File: config.mk
export PLATFORM = sky130hd
export DESIGN_NAME = multicycle_cu
export DESIGN_NICKNAME = d
export VERILOG_FILES = /design/src/rtl/cu_pkg.sv /design/src/rtl/cu_regfile.sv /design/src/rtl/multicycle_cu.sv
export SDC_FILE = /design/constraint.sdc
export NUM_CORES = 2
export LEC_CHECK = 0
export BUFFER_PORTS_ARGS = -buffer_cell sky130_fd_sc_hd__buf_2
export CAP_MARGIN = 10
export CORE_ASPECT_RATIO = 1.2
export CORE_MARGIN = 10
export CORE_UTILIZATION = 40
export DETAILED_ROUTE_END_ITERATION = 16
export GPL_TIMING_DRIVEN = 0
export HOLD_SLACK_MARGIN = 0.08
export PLACE_DENSITY_LB_ADDON = 0.15
export SLEW_MARGIN = 20
export SYNTH_ARGS = -nofsm -noshare
export SYNTH_HDL_FRONTEND = slang
export SYNTH_SLANG_ARGS = --single-unit
File: constraint.sdc
create_clock -name clk -period 4.99 [get_ports clk]
set_clock_uncertainty 0.1 [all_clocks]
set_input_delay 0.2495 -clock clk [delete_from_list [all_inputs] [get_ports clk]]
set_output_delay 0.2495 -clock clk [all_outputs]
set_load 0.005 [all_outputs]
File: src/rtl/cu_pkg.sv
// Shared definitions for the multi-cycle control unit: opcodes, FSM states,
// instruction field positions and the link register index.
package cu_pkg;

  localparam int OPC_HI = 31;
  localparam int OPC_LO = 26;
  localparam int RS_HI  = 25;
  localparam int RS_LO  = 21;
  localparam int RT_HI  = 20;
  localparam int RT_LO  = 16;
  localparam int RD_HI  = 15;
  localparam int RD_LO  = 11;
  localparam int FN_HI  = 5;
  localparam int FN_LO  = 0;
  localparam int IMM_HI = 15;
  localparam int IMM_LO = 0;

  localparam logic [4:0] LINK_REG = 5'd31;

  localparam logic [5:0] OP_ALU_LO = 6'h00;
  localparam logic [5:0] OP_ALU_HI = 6'h07;
  localparam logic [5:0] OP_BEQ    = 6'h08;
  localparam logic [5:0] OP_BNE    = 6'h09;
  localparam logic [5:0] OP_BGT    = 6'h0A;
  localparam logic [5:0] OP_BGE    = 6'h0B;
  localparam logic [5:0] OP_BLT    = 6'h0C;
  localparam logic [5:0] OP_BLE    = 6'h0D;
  localparam logic [5:0] OP_J      = 6'h10;
  localparam logic [5:0] OP_JR     = 6'h11;
  localparam logic [5:0] OP_JAL    = 6'h12;
  localparam logic [5:0] OP_SLT    = 6'h13;
  localparam logic [5:0] OP_SLTI   = 6'h14;
  localparam logic [5:0] OP_LW     = 6'h15;
  localparam logic [5:0] OP_SW     = 6'h16;
  localparam logic [5:0] OP_HALT   = 6'h3F;

  typedef enum logic [2:0] {
    S_FETCH,
    S_DECODE,
    S_EXEC,
    S_MEM,
    S_WB,
    S_HALT
  } state_t;

endpackage

File: src/rtl/cu_regfile.sv
// Register file: two combinational read ports, one synchronous write port,
// register 0 reads as zero and ignores writes.
module cu_regfile #(
  parameter int NUM_REGS  = 32,
  parameter int DATA_SIZE = 32
) (
  input  logic                 clk,
  input  logic                 rst,
  input  logic [4:0]           raddr_a,
  output logic [DATA_SIZE-1:0] rdata_a,
  input  logic [4:0]           raddr_b,
  output logic [DATA_SIZE-1:0] rdata_b,
  input  logic                 we,
  input  logic [4:0]           waddr,
  input  logic [DATA_SIZE-1:0] wdata
);

  logic [DATA_SIZE-1:0] regs [NUM_REGS];

  always_ff @(posedge clk) begin
    if (rst) begin
      for (int i = 0; i < NUM_REGS; i++) regs[i] <= '0;
    end else if (we && waddr != 5'd0) begin
      regs[waddr] <= wdata;
    end
  end

  assign rdata_a = (raddr_a == 5'd0) ? '0 : regs[raddr_a];
  assign rdata_b = (raddr_b == 5'd0) ? '0 : regs[raddr_b];

endmodule

File: src/rtl/multicycle_cu.sv
// Multi-cycle control unit: FETCH/DECODE/EXEC/MEM/WB sequencer that owns the
// pc and register file and talks to instruction/data memories via req/ready.
module multicycle_cu
  import cu_pkg::*;
#(
  parameter int PC_WIDTH  = 6,
  parameter int DATA_SIZE = 32,
  parameter int NUM_REGS  = 32,
  parameter int CNT_WIDTH = 16
) (
  input  logic                 clk,
  input  logic                 rst,
  output logic                 imem_req,
  output logic [PC_WIDTH-1:0]  imem_addr,
  input  logic                 imem_ready,
  input  logic [31:0]          imem_rdata,
  output logic                 dmem_req,
  output logic                 dmem_we,
  output logic [PC_WIDTH-1:0]  dmem_addr,
  output logic [DATA_SIZE-1:0] dmem_wdata,
  input  logic                 dmem_ready,
  input  logic [DATA_SIZE-1:0] dmem_rdata,
  output logic [5:0]           alu_opcode,
  output logic [5:0]           alu_funct,
  output logic [DATA_SIZE-1:0] alu_a,
  output logic [DATA_SIZE-1:0] alu_b,
  output logic [15:0]          alu_imm,
  input  logic [DATA_SIZE-1:0] alu_result,
  output logic [PC_WIDTH-1:0]  pc_out,
  output logic                 halted,
  output logic                 error,
  output logic [CNT_WIDTH-1:0] retired
);

  state_t               state;
  logic [31:0]          ir;
  logic [PC_WIDTH-1:0]  pc, pc_inc, br_target, ea, jmp_target, ctrl_pc;
  logic [5:0]           op;
  logic [4:0]           rs, rt, rd;
  logic [15:0]          imm;
  logic [DATA_SIZE-1:0] imm_sx, br_sum, ea_sum, link_val;
  logic [DATA_SIZE-1:0] wb_data, slt_val, slti_val;
  logic [DATA_SIZE-1:0] rf_a, rf_b, rf_wdata;
  logic [4:0]           rf_raddr_b, rf_waddr;
  logic                 rf_we, taken;
  logic                 unused_bits;

  assign op     = ir[OPC_HI:OPC_LO];
  assign rs     = ir[RS_HI:RS_LO];
  assign rt     = ir[RT_HI:RT_LO];
  assign rd     = ir[RD_HI:RD_LO];
  assign imm    = ir[IMM_HI:IMM_LO];
  assign imm_sx = {{(DATA_SIZE-16){imm[15]}}, imm};

  assign pc_out     = pc;
  assign imem_addr  = pc;
  assign pc_inc     = pc + PC_WIDTH'(1);
  assign link_val   = {{(DATA_SIZE-PC_WIDTH){1'b0}}, pc_inc};
  assign br_sum     = link_val + imm_sx;
  assign br_target  = br_sum[PC_WIDTH-1:0];
  assign ea_sum     = alu_a + imm_sx;
  assign ea         = ea_sum[PC_WIDTH-1:0];
  assign jmp_target = ir[PC_WIDTH-1:0];
  assign unused_bits = ^{br_sum[DATA_SIZE-1:PC_WIDTH], ea_sum[DATA_SIZE-1:PC_WIDTH]};

  assign slt_val  = {{(DATA_SIZE-1){1'b0}}, $signed(alu_a) < $signed(alu_b)};
  assign slti_val = {{(DATA_SIZE-1){1'b0}}, $signed(alu_a) < $signed(imm_sx)};

  // Operands are latched into alu_a/alu_b in DECODE, so EXEC compares them.
  always_comb begin
    taken = 1'b0;
    case (op)
      OP_BEQ:  taken = (alu_a == alu_b);
      OP_BNE:  taken = (alu_a != alu_b);
      OP_BGT:  taken = $signed(alu_a) >  $signed(alu_b);
      OP_BGE:  taken = $signed(alu_a) >= $signed(alu_b);
      OP_BLT:  taken = $signed(alu_a) <  $signed(alu_b);
      OP_BLE:  taken = $signed(alu_a) <= $signed(alu_b);
      default: taken = 1'b0;
    endcase
  end

  always_comb begin
    ctrl_pc = pc_inc;
    case (op) inside
      [OP_BEQ:OP_BLE]: if (taken) ctrl_pc = br_target;
      OP_J, OP_JAL:    ctrl_pc = jmp_target;
      OP_JR:           ctrl_pc = alu_a[PC_WIDTH-1:0];
      default:         ctrl_pc = pc_inc;
    endcase
  end

  // Port b reads rt in DECODE and switches to rd in EXEC to fetch store data.
  assign rf_raddr_b = (state == S_EXEC) ? rd : rt;
  assign rf_we      = (state == S_WB) || (state == S_EXEC && op == OP_JAL);
  assign rf_waddr   = (state == S_EXEC) ? LINK_REG : rd;
  assign rf_wdata   = (state == S_EXEC) ? link_val : wb_data;

  cu_regfile #(
    .NUM_REGS  (NUM_REGS),
    .DATA_SIZE (DATA_SIZE)
  ) u_rf (
    .clk     (clk),
    .rst     (rst),
    .raddr_a (rs),
    .rdata_a (rf_a),
    .raddr_b (rf_raddr_b),
    .rdata_b (rf_b),
    .we      (rf_we),
    .waddr   (rf_waddr),
    .wdata   (rf_wdata)
  );

  always_ff @(posedge clk) begin
    if (rst) begin
      state      <= S_FETCH;
      pc         <= '0;
      ir         <= '0;
      wb_data    <= '0;
      imem_req   <= 1'b1;
      dmem_req   <= 1'b0;
      dmem_we    <= 1'b0;
      dmem_addr  <= '0;
      dmem_wdata <= '0;
      alu_opcode <= '0;
      alu_funct  <= '0;
      alu_a      <= '0;
      alu_b      <= '0;
      alu_imm    <= '0;
      halted     <= 1'b0;
      error      <= 1'b0;
      retired    <= '0;
    end else begin
      case (state)
        S_FETCH: if (imem_ready) begin
          ir       <= imem_rdata;
          imem_req <= 1'b0;
          state    <= S_DECODE;
        end
        S_DECODE: begin
          alu_opcode <= op;
          alu_funct  <= ir[FN_HI:FN_LO];
          alu_a      <= rf_a;
          alu_b      <= rf_b;
          alu_imm    <= imm;
          state      <= S_EXEC;
        end
        S_EXEC: begin
          case (op) inside
            [OP_ALU_LO:OP_ALU_HI]: begin
              wb_data <= alu_result;
              state   <= S_WB;
            end
            OP_SLT: begin
              wb_data <= slt_val;
              state   <= S_WB;
            end
            OP_SLTI: begin
              wb_data <= slti_val;
              state   <= S_WB;
            end
            [OP_BEQ:OP_BLE], OP_J, OP_JR, OP_JAL: begin
              pc       <= ctrl_pc;
              retired  <= retired + CNT_WIDTH'(1);
              imem_req <= 1'b1;
              state    <= S_FETCH;
            end
            OP_LW, OP_SW: begin
              dmem_addr <= ea;
              dmem_we   <= (op == OP_SW);
              if (op == OP_SW) dmem_wdata <= rf_b;
              dmem_req  <= 1'b1;
              state     <= S_MEM;
            end
            OP_HALT: begin
              halted  <= 1'b1;
              retired <= retired + CNT_WIDTH'(1);
              state   <= S_HALT;
            end
            default: begin
              halted <= 1'b1;
              error  <= 1'b1;
              state  <= S_HALT;
            end
          endcase
        end
        S_MEM: if (dmem_ready) begin
          dmem_req <= 1'b0;
          if (dmem_we) begin
            pc       <= pc_inc;
            retired  <= retired + CNT_WIDTH'(1);
            imem_req <= 1'b1;
            state    <= S_FETCH;
          end else begin
            wb_data <= dmem_rdata;
            state   <= S_WB;
          end
        end
        S_WB: begin
          pc       <= pc_inc;
          retired  <= retired + CNT_WIDTH'(1);
          imem_req <= 1'b1;
          state    <= S_FETCH;
        end
        S_HALT:  state <= S_HALT;
        default: state <= S_HALT;
      endcase
    end
  end

endmodule
=== Word-level counts from Yosys, hierarchy flattened ===
Memory sizes are Yosys's and may differ from the RTL's. A register that Yosys moved wholly into a read port is not among the register bits.
Cells that the tools add are included.

* Bits in registers: 224
* RAM bits: 1,024
* Bits of input ports: 100
* Output and inout bits: 163
* Word-level logic and storage cells: 163
* Memories: 1

* Add/sub/neg operators: 4
* Magnitude comparators: 9
* Eq/ne operators: 33
* Muxes and demuxes: 66
* Bitwise gates (word level): 6
* Reductions and logical operators: 27

{| class="wikitable"
|+ Memories
! name !! depth !! width !! read ports !! clocked after Yosys merged registers in !! wr ports !! RTL line !! source
|-
| u_rf.regs || 32 || 32 || 2 || 1 || 32 || cu_regfile.sv:18 || <nowiki>logic [DATA_SIZE-1:0] regs [NUM_REGS];</nowiki>
|}

{| class="wikitable"
|+ Operators with widths
! kind !! count
|-
| $mux 32 || 9
|-
| $mux 16 || 8
|-
| $pmux 32 s2 || 1
|-
| $mux 6 || 10
|-
| $pmux 16 s3 || 1
|-
| $eq 6x5->1 const B || 7
|-
| $eq 6x4->1 const B || 6
|-
| $eq 32x32->1 || 1
|-
| $ge 32x32->1 || 1
|-
| $gt 32x32->1 || 1
|-
| $le 32x32->1 || 1
|-
| $lt 32x16->1 || 1
|-
| $lt 32x32->1 || 1
|-
| $ne 32x32->1 || 1
|-
| $reduce_or 32->1 || 1
|-
| $reduce_and 7->1 || 4
|-
| $mux 5 || 5
|-
| $mux 3 || 8
|-
| $mux 1 || 19
|-
| $pmux 6 s3 || 1
|-
| $add 16x1->16 const B || 1
|-
| $ne 2x2->1 const B || 8
|-
| $reduce_and 8->1 || 2
|-
| $pmux 3 s5 || 1
|-
| 31 further kinds || 46
|}

=== Depth between registers and ports, before layout ===
* Depth after elaboration: 9
* Depth in mapped cells: 13
* Gate-level depth less buffers: 11

=== Modules after synthesis ===
From an unflattened synthesis, not the netlist that was laid out.

* Cells, all modules: 4,940
* Area total of the unflattened synthesis: 65,338.9 um^2

{| class="wikitable"
|+ Modules (own cells, without submodules)
! module !! instances !! cells an instance !! area each (um^2) !! seq. area each (um^2)
|-
| cu_regfile || 1 || 3,503 || 54,245.8 || 30,749.5
|-
| multicycle_cu || 1 || 1,437 || 11,093.1 || 4,364.2
|}

=== Least setup slack after synthesis ===
No wires, ideal clock.

* Path type: flip-flop to flip-flop
* Start point: register ir[30]
* End point: memory u_rf.regs[16][0] (enable)
* Data arrival time: 3,153 ps
* Slack: 1,347 ps
* Cell stages (with the launch flop): 12
* Clock period less this slack: 3,643 ps
* Cell sequence: dfxtp_1 > buf_4 > or3b_1 > or2_1 > nor4_1 > a21oi_1 > or3_1 > buf_2 > nor4b_4 > nand2_2 > buf_6 > nand2_1

{| class="wikitable"
|+ RTL lines
! element !! RTL line !! source
|-
| from (decl) || multicycle_cu.sv:36 || <nowiki>logic [31:0] ir;</nowiki>
|-
| from (signal assigned) || multicycle_cu.sv:136 || <nowiki>ir <= imem_rdata;</nowiki>
|-
| to (decl) || cu_regfile.sv:18 ||
|}

=== Worst setup path after layout ===
* Start point: register state[2]
* End point: register dmem_wdata[7]

* Longest elaborated chain between the ends: 4
* Elaborated cells on any way between the ends: 6

{| class="wikitable"
|+ Ends and longest elaborated chain
! element !! RTL line !! source
|-
| from (decl) || multicycle_cu.sv:35 || <nowiki>state_t state;</nowiki>
|-
| from (signal assigned) || multicycle_cu.sv:116 || <nowiki>state <= S_FETCH;</nowiki>
|-
| from (signal assigned) || multicycle_cu.sv:138 || <nowiki>state <= S_DECODE;</nowiki>
|-
| from (signal assigned) || multicycle_cu.sv:146 || <nowiki>state <= S_EXEC;</nowiki>
|-
| $eq 3x2->1 * || multicycle_cu.sv:94, multicycle_cu.sv:134 ||
|-
| $mux 5 || multicycle_cu.sv:94 || <nowiki>assign rf_raddr_b = (state == S_EXEC) ? rd : rt;</nowiki>
|-
| $mem_v2 32x32 or $logic_not 5->1 (tied branches) || - ||
|-
| $mux 32 || cu_regfile.sv:29 || <nowiki>assign rdata_b = (raddr_b == 5'd0) ? '0 : regs[raddr_b];</nowiki>
|-
| to (signal assigned) || multicycle_cu.sv:171 || <nowiki>if (op == OP_SW) dmem_wdata <= rf_b;</nowiki>
|-
| to (decl) || multicycle_cu.sv:20 || <nowiki>output logic [DATA_SIZE-1:0] dmem_wdata,</nowiki>
|}

Mark *: on every way between the ends. The rest lies on a longest branch, timed or not.
A chain may end at the register's enable or synchronous reset.

==> flow_summary_export.csv <==
group,metric,value,unit
sta,finalCritPeriodShare,102,%
worst_setup_path,reg2reg_from,"state[2]$_SDFFE_PP0P_",
grt,grt_usage,28.8,%
logic_synthesis,synth.area.mux_share,18.1,%
floorplan,fp.dieArea,177000,sq um
logic_synthesis,synth_top_area_cell,"edfxtp_1",
sta,fmax,196,MHz
run_status,run_status,"complete, but fails checks",
logic_synthesis,synth_adder_area_share,1.54,%
layout,final_nets,6178,
power,power.leakage,24.7,nW
sta,finalHoldViolCount,0,
clock_tree,h-tree-depth,4,
logic_synthesis,yosysMostFrequentCell,"nor2_1",
clock_tree,clock-sinks,1247,
worst_setup_path,cp-start-kind,"register",
logic_synthesis,synth_xor_area_share,0.396,%
worst_setup_path,cp_data_required_time,5.54,ns
flow_run,maxCapViolations,0,
routing,vias,49300,
logic_synthesis,ys_top_cells_by_count,"nor2_1 (1157), edfxtp_1 (1024), nand2_1 (681), mux4_2 (384), clkbuf_1 (328)",
logic_synthesis,syn-cell-area,64200,sq um
grt,antenna_found_initial,15,
routing,wl_per_cell,32.1,microns
worst_setup_path,ff2ff_path_depth,12,
routing,via_per_inst,6.02,
grt,grt_pass1_vias,48700,
power,power_density,454,nW/um^2
logic_synthesis,ys.flop_type,"edfxtp_1",
routing,dr.pass1.iters,6,
worst_setup_path,r2r_slack,-0.11,ns
layout,post-route-util,46.8,%
worst_setup_path,critical_path_class,"register to register",
logic_synthesis,synth_cell_types,75,
sta,timing.final.ws_setup,-0.105,ns
layout,n_fill_cell,14500,
grt,grt_pass1_wl,361000,microns
clock_tree,cts_buffers,130,
worst_hold_path,hp-start,"imem_rdata[6]",
place,placed_area,69100,sq um
worst_setup_path,cp-end-kind,"register",
clock_tree,clk_pin_slew,0.07,ns
routing,drt_iter0_markers,5875,
run_status,violations,"negative setup slack",
logic_synthesis,synth_compound_area_share,7.79,%
floorplan,dieWidth,386,microns
floorplan,start_util,40.4,%
clock_tree,clk_path_buf_depth,3,
sta,worst_pin_slew,1.30,ns
logic_synthesis,synthArstFlopShare,0,%
grt,grt-ovfl-total,0,
logic_synthesis,ys_seq_elements,1247,
logic_synthesis,synth_area_per_cell,11.8,sq um
power,ir_drop,350,uV
floorplan,core_area,159000,sq um
grt,grt_max_degree,25,
floorplan,die_h,459,microns
clock_tree,cts_root_buf,"clkbuf_16",
sta,slew_headroom,12.6,%
floorplan,rows,160,
place,gp_congestion,1.01,
worst_setup_path,worstReg2RegEnd,"dmem_wdata[7]$_SDFFE_PP0P_",
worst_setup_path,startpoint,"state[2]$_SDFFE_PP0P_",
worst_hold_path,hold_class,"input pin to register",
routing,wl,263000,microns
clock_tree,clkLatencyLatePin,0.81,ns
routing,antenna_left,0,
logic_synthesis,synth.area.top_cells,"edfxtp_1 (48%), mux4_2 (13%), dfxtp_1 (7.0%)",
worst_setup_path,arrival,5.65,ns
worst_hold_path,hold_depth,4,
logic_synthesis,synthSimpleGateAreaFrac,13.2,%
logic_synthesis,yosysWarnings,0,
layout,drive_gt1_share,18.3,%
worst_setup_path,crit_fanout,10,
logic_synthesis,synth_top_area_share,47.9,%
place,port_buffers,261,
sta,rsz0062_at_grt,"yes",
worst_hold_path,hold_path_end,"ir[6]$_SDFFE_PP0P_",
layout,areaGrowthSynthToFinish,15.8,%
place,dp_hpwl,213000,microns
logic_synthesis,syn_inst,5436,
sta,setup_violations,13,
logic_synthesis,synth_edf_count,1024,
sta,finalCriticalPeriod,5.10,ns
sta,finalMaxSlewViolations,0,
clock_tree,tritoncts,"built",
logic_synthesis,synth_top_family_by_area,"multiplexers",
routing,drcViolationCount,0,
layout,design_area,74300,sq um
floorplan,pin_count,263,
logic_synthesis,seq_area_frac_synth,54.9,%
clock_tree,postCtsSetupRepairBufs,0,
==> area by class of cell <==
cell class	count	area [sq um]	share of cell area, %
repair buffers	400	3050	4.11
inverters	61	233	0.313
clock inverters	46	404	0.544
flip-flops and latches	1247	35200	47.4
multi-input cells	3618	26700	35.9
repair inverters	1	7.51	0.0101
plain buffers	541	2440	3.28
well taps	2106	2640	3.55
diodes	2	5.00	0.00673
clock buffers	174	3670	4.94
==> worst max-delay path, stage by stage (launching register included) <==
cell and delay [ns]:
dfxtp_1 0.29, buf_2 0.16, or3b_1 0.52, buf_4 0.27
mux2i_4 0.53, buf_4 0.40, buf_4 0.39, clkbuf_1 0.50
a311oi_1 0.22, o311ai_1 0.93, a21oi_1 0.40, nand2_1 0.16
a21oi_1 0.06
==> what timing repair did <==
item                                   4_1_cts  5_1_grt
resized for setup                           14       31
cloned                                       0        1
setup endpoints to repair                   40      223
hold buffers                               103        0
endpoints found under the hold margin       74        0
==> report_power, final <==
group	internal, mW	leakage [nW]	switching [mW]
sequential	11.8	12.4	0.474
clock	5.46	1.98	4.24
combinational	3.73	10.4	8.03
total	21.0	24.7	12.7
==> flip-flops by register name (all words and copies together), names as in the netlist, named ones only <==
register / cells
alu_a: 32
alu_b: 32
alu_funct: 5
alu_imm: 11
alu_opcode: 6
dmem_addr: 6
dmem_req: 1
dmem_wdata: 32
dmem_we: 1
error: 1
halted: 1
imem_addr: 6
imem_req: 1
ir: 32
retired: 16
state: 3
u_rf.regs: 1024
wb_data: 32
==> placed cells by master (no fill, tap or decap), types with 7 or more instances in the layout <==
cell / instances
a211oi_1: 167
a21o_1: 13
a21oi_1: 228
a22oi_1: 33
a311oi_1: 130
and2_0: 11
and2_1: 120
buf_1: 52
buf_12: 31
buf_2: 378
buf_4: 28
buf_6: 17
clkbuf_1: 334
clkbuf_16: 139
clkbuf_2: 23
clkinv_1: 16
clkinv_2: 13
conb_1: 32
dfxtp_1: 223
dlygate4sd3_1: 103
edfxtp_1: 1024
ha_1: 76
inv_1: 59
mux2i_1: 293
mux4_2: 384
nand2_1: 650
nand2_2: 35
nand3_1: 14
nand4_1: 21
nor2_1: 1157
nor2b_1: 8
nor3_1: 14
nor4_1: 8
o21ai_0: 24
o311ai_0: 23
o311ai_1: 34
o311ai_2: 7
xnor2_1: 15
xor2_1: 14
==> how the worst max path moves through the flow <==
stage               slack [ns]  cells after the start                        endpoint
floorplan                 1.35                     11  u_rf.regs[16][0]$_SDFFCE_PN0P_
global placement         -0.82                     11       imem_addr[1]$_SDFFE_PP0P_
detailed placement       -0.38                     12     dmem_wdata[31]$_SDFFE_PP0P_
CTS                      0.007                     13           alu_b[0]$_SDFFE_PP0P_
global route             -0.02                     12           alu_b[0]$_SDFFE_PP0P_
finish                   -0.11                     12      dmem_wdata[7]$_SDFFE_PP0P_
==> stage by stage <==
step / total power [mW] / setup TNS [ns] / hold WS (ns) / std cells / setup slack, ns
after detailed placement: 23.6 / -4.45 / 0.346 / 7870 / -0.377
after CTS: 33.4 / 0 / 0.119 / 8193 / 0.00714
final: 33.7 / -0.676 / 0.166 / 8196 / -0.105
after floorplan: 18.6 / 0 / 0.285 / 5467 / 1.35
after global placement: 23.4 / -349.49 / 0.342 / 7834 / -0.819
after global routing: 34.5 / -0.0231 / 0.172 / 8195 / -0.0173
==> layer usage <==
metal | part of all wire, % | global-route usage [%]
met2 | 49 | 48.9
met1 | 36 | 33.9
met3 | 9.0 | 6.02
met5 | 0.017 | 0
met4 | 6.3 | 15.7
==> logic make-up (layout without fill, tap and decap cells) <==
kind of cell             after synthesis  count (layout)
AO/OA/AOI/OAI                        716             716
XOR/XNOR                              29              29
adder cells (fa/ha/maj)               78              78
buffers and inverters                602            1223
flip-flops                          1247            1247
multiplexers                         681             681
other                                  1              34
AND/OR/NAND/NOR                     2082            2082
Power figures use the tool's default switching activity.
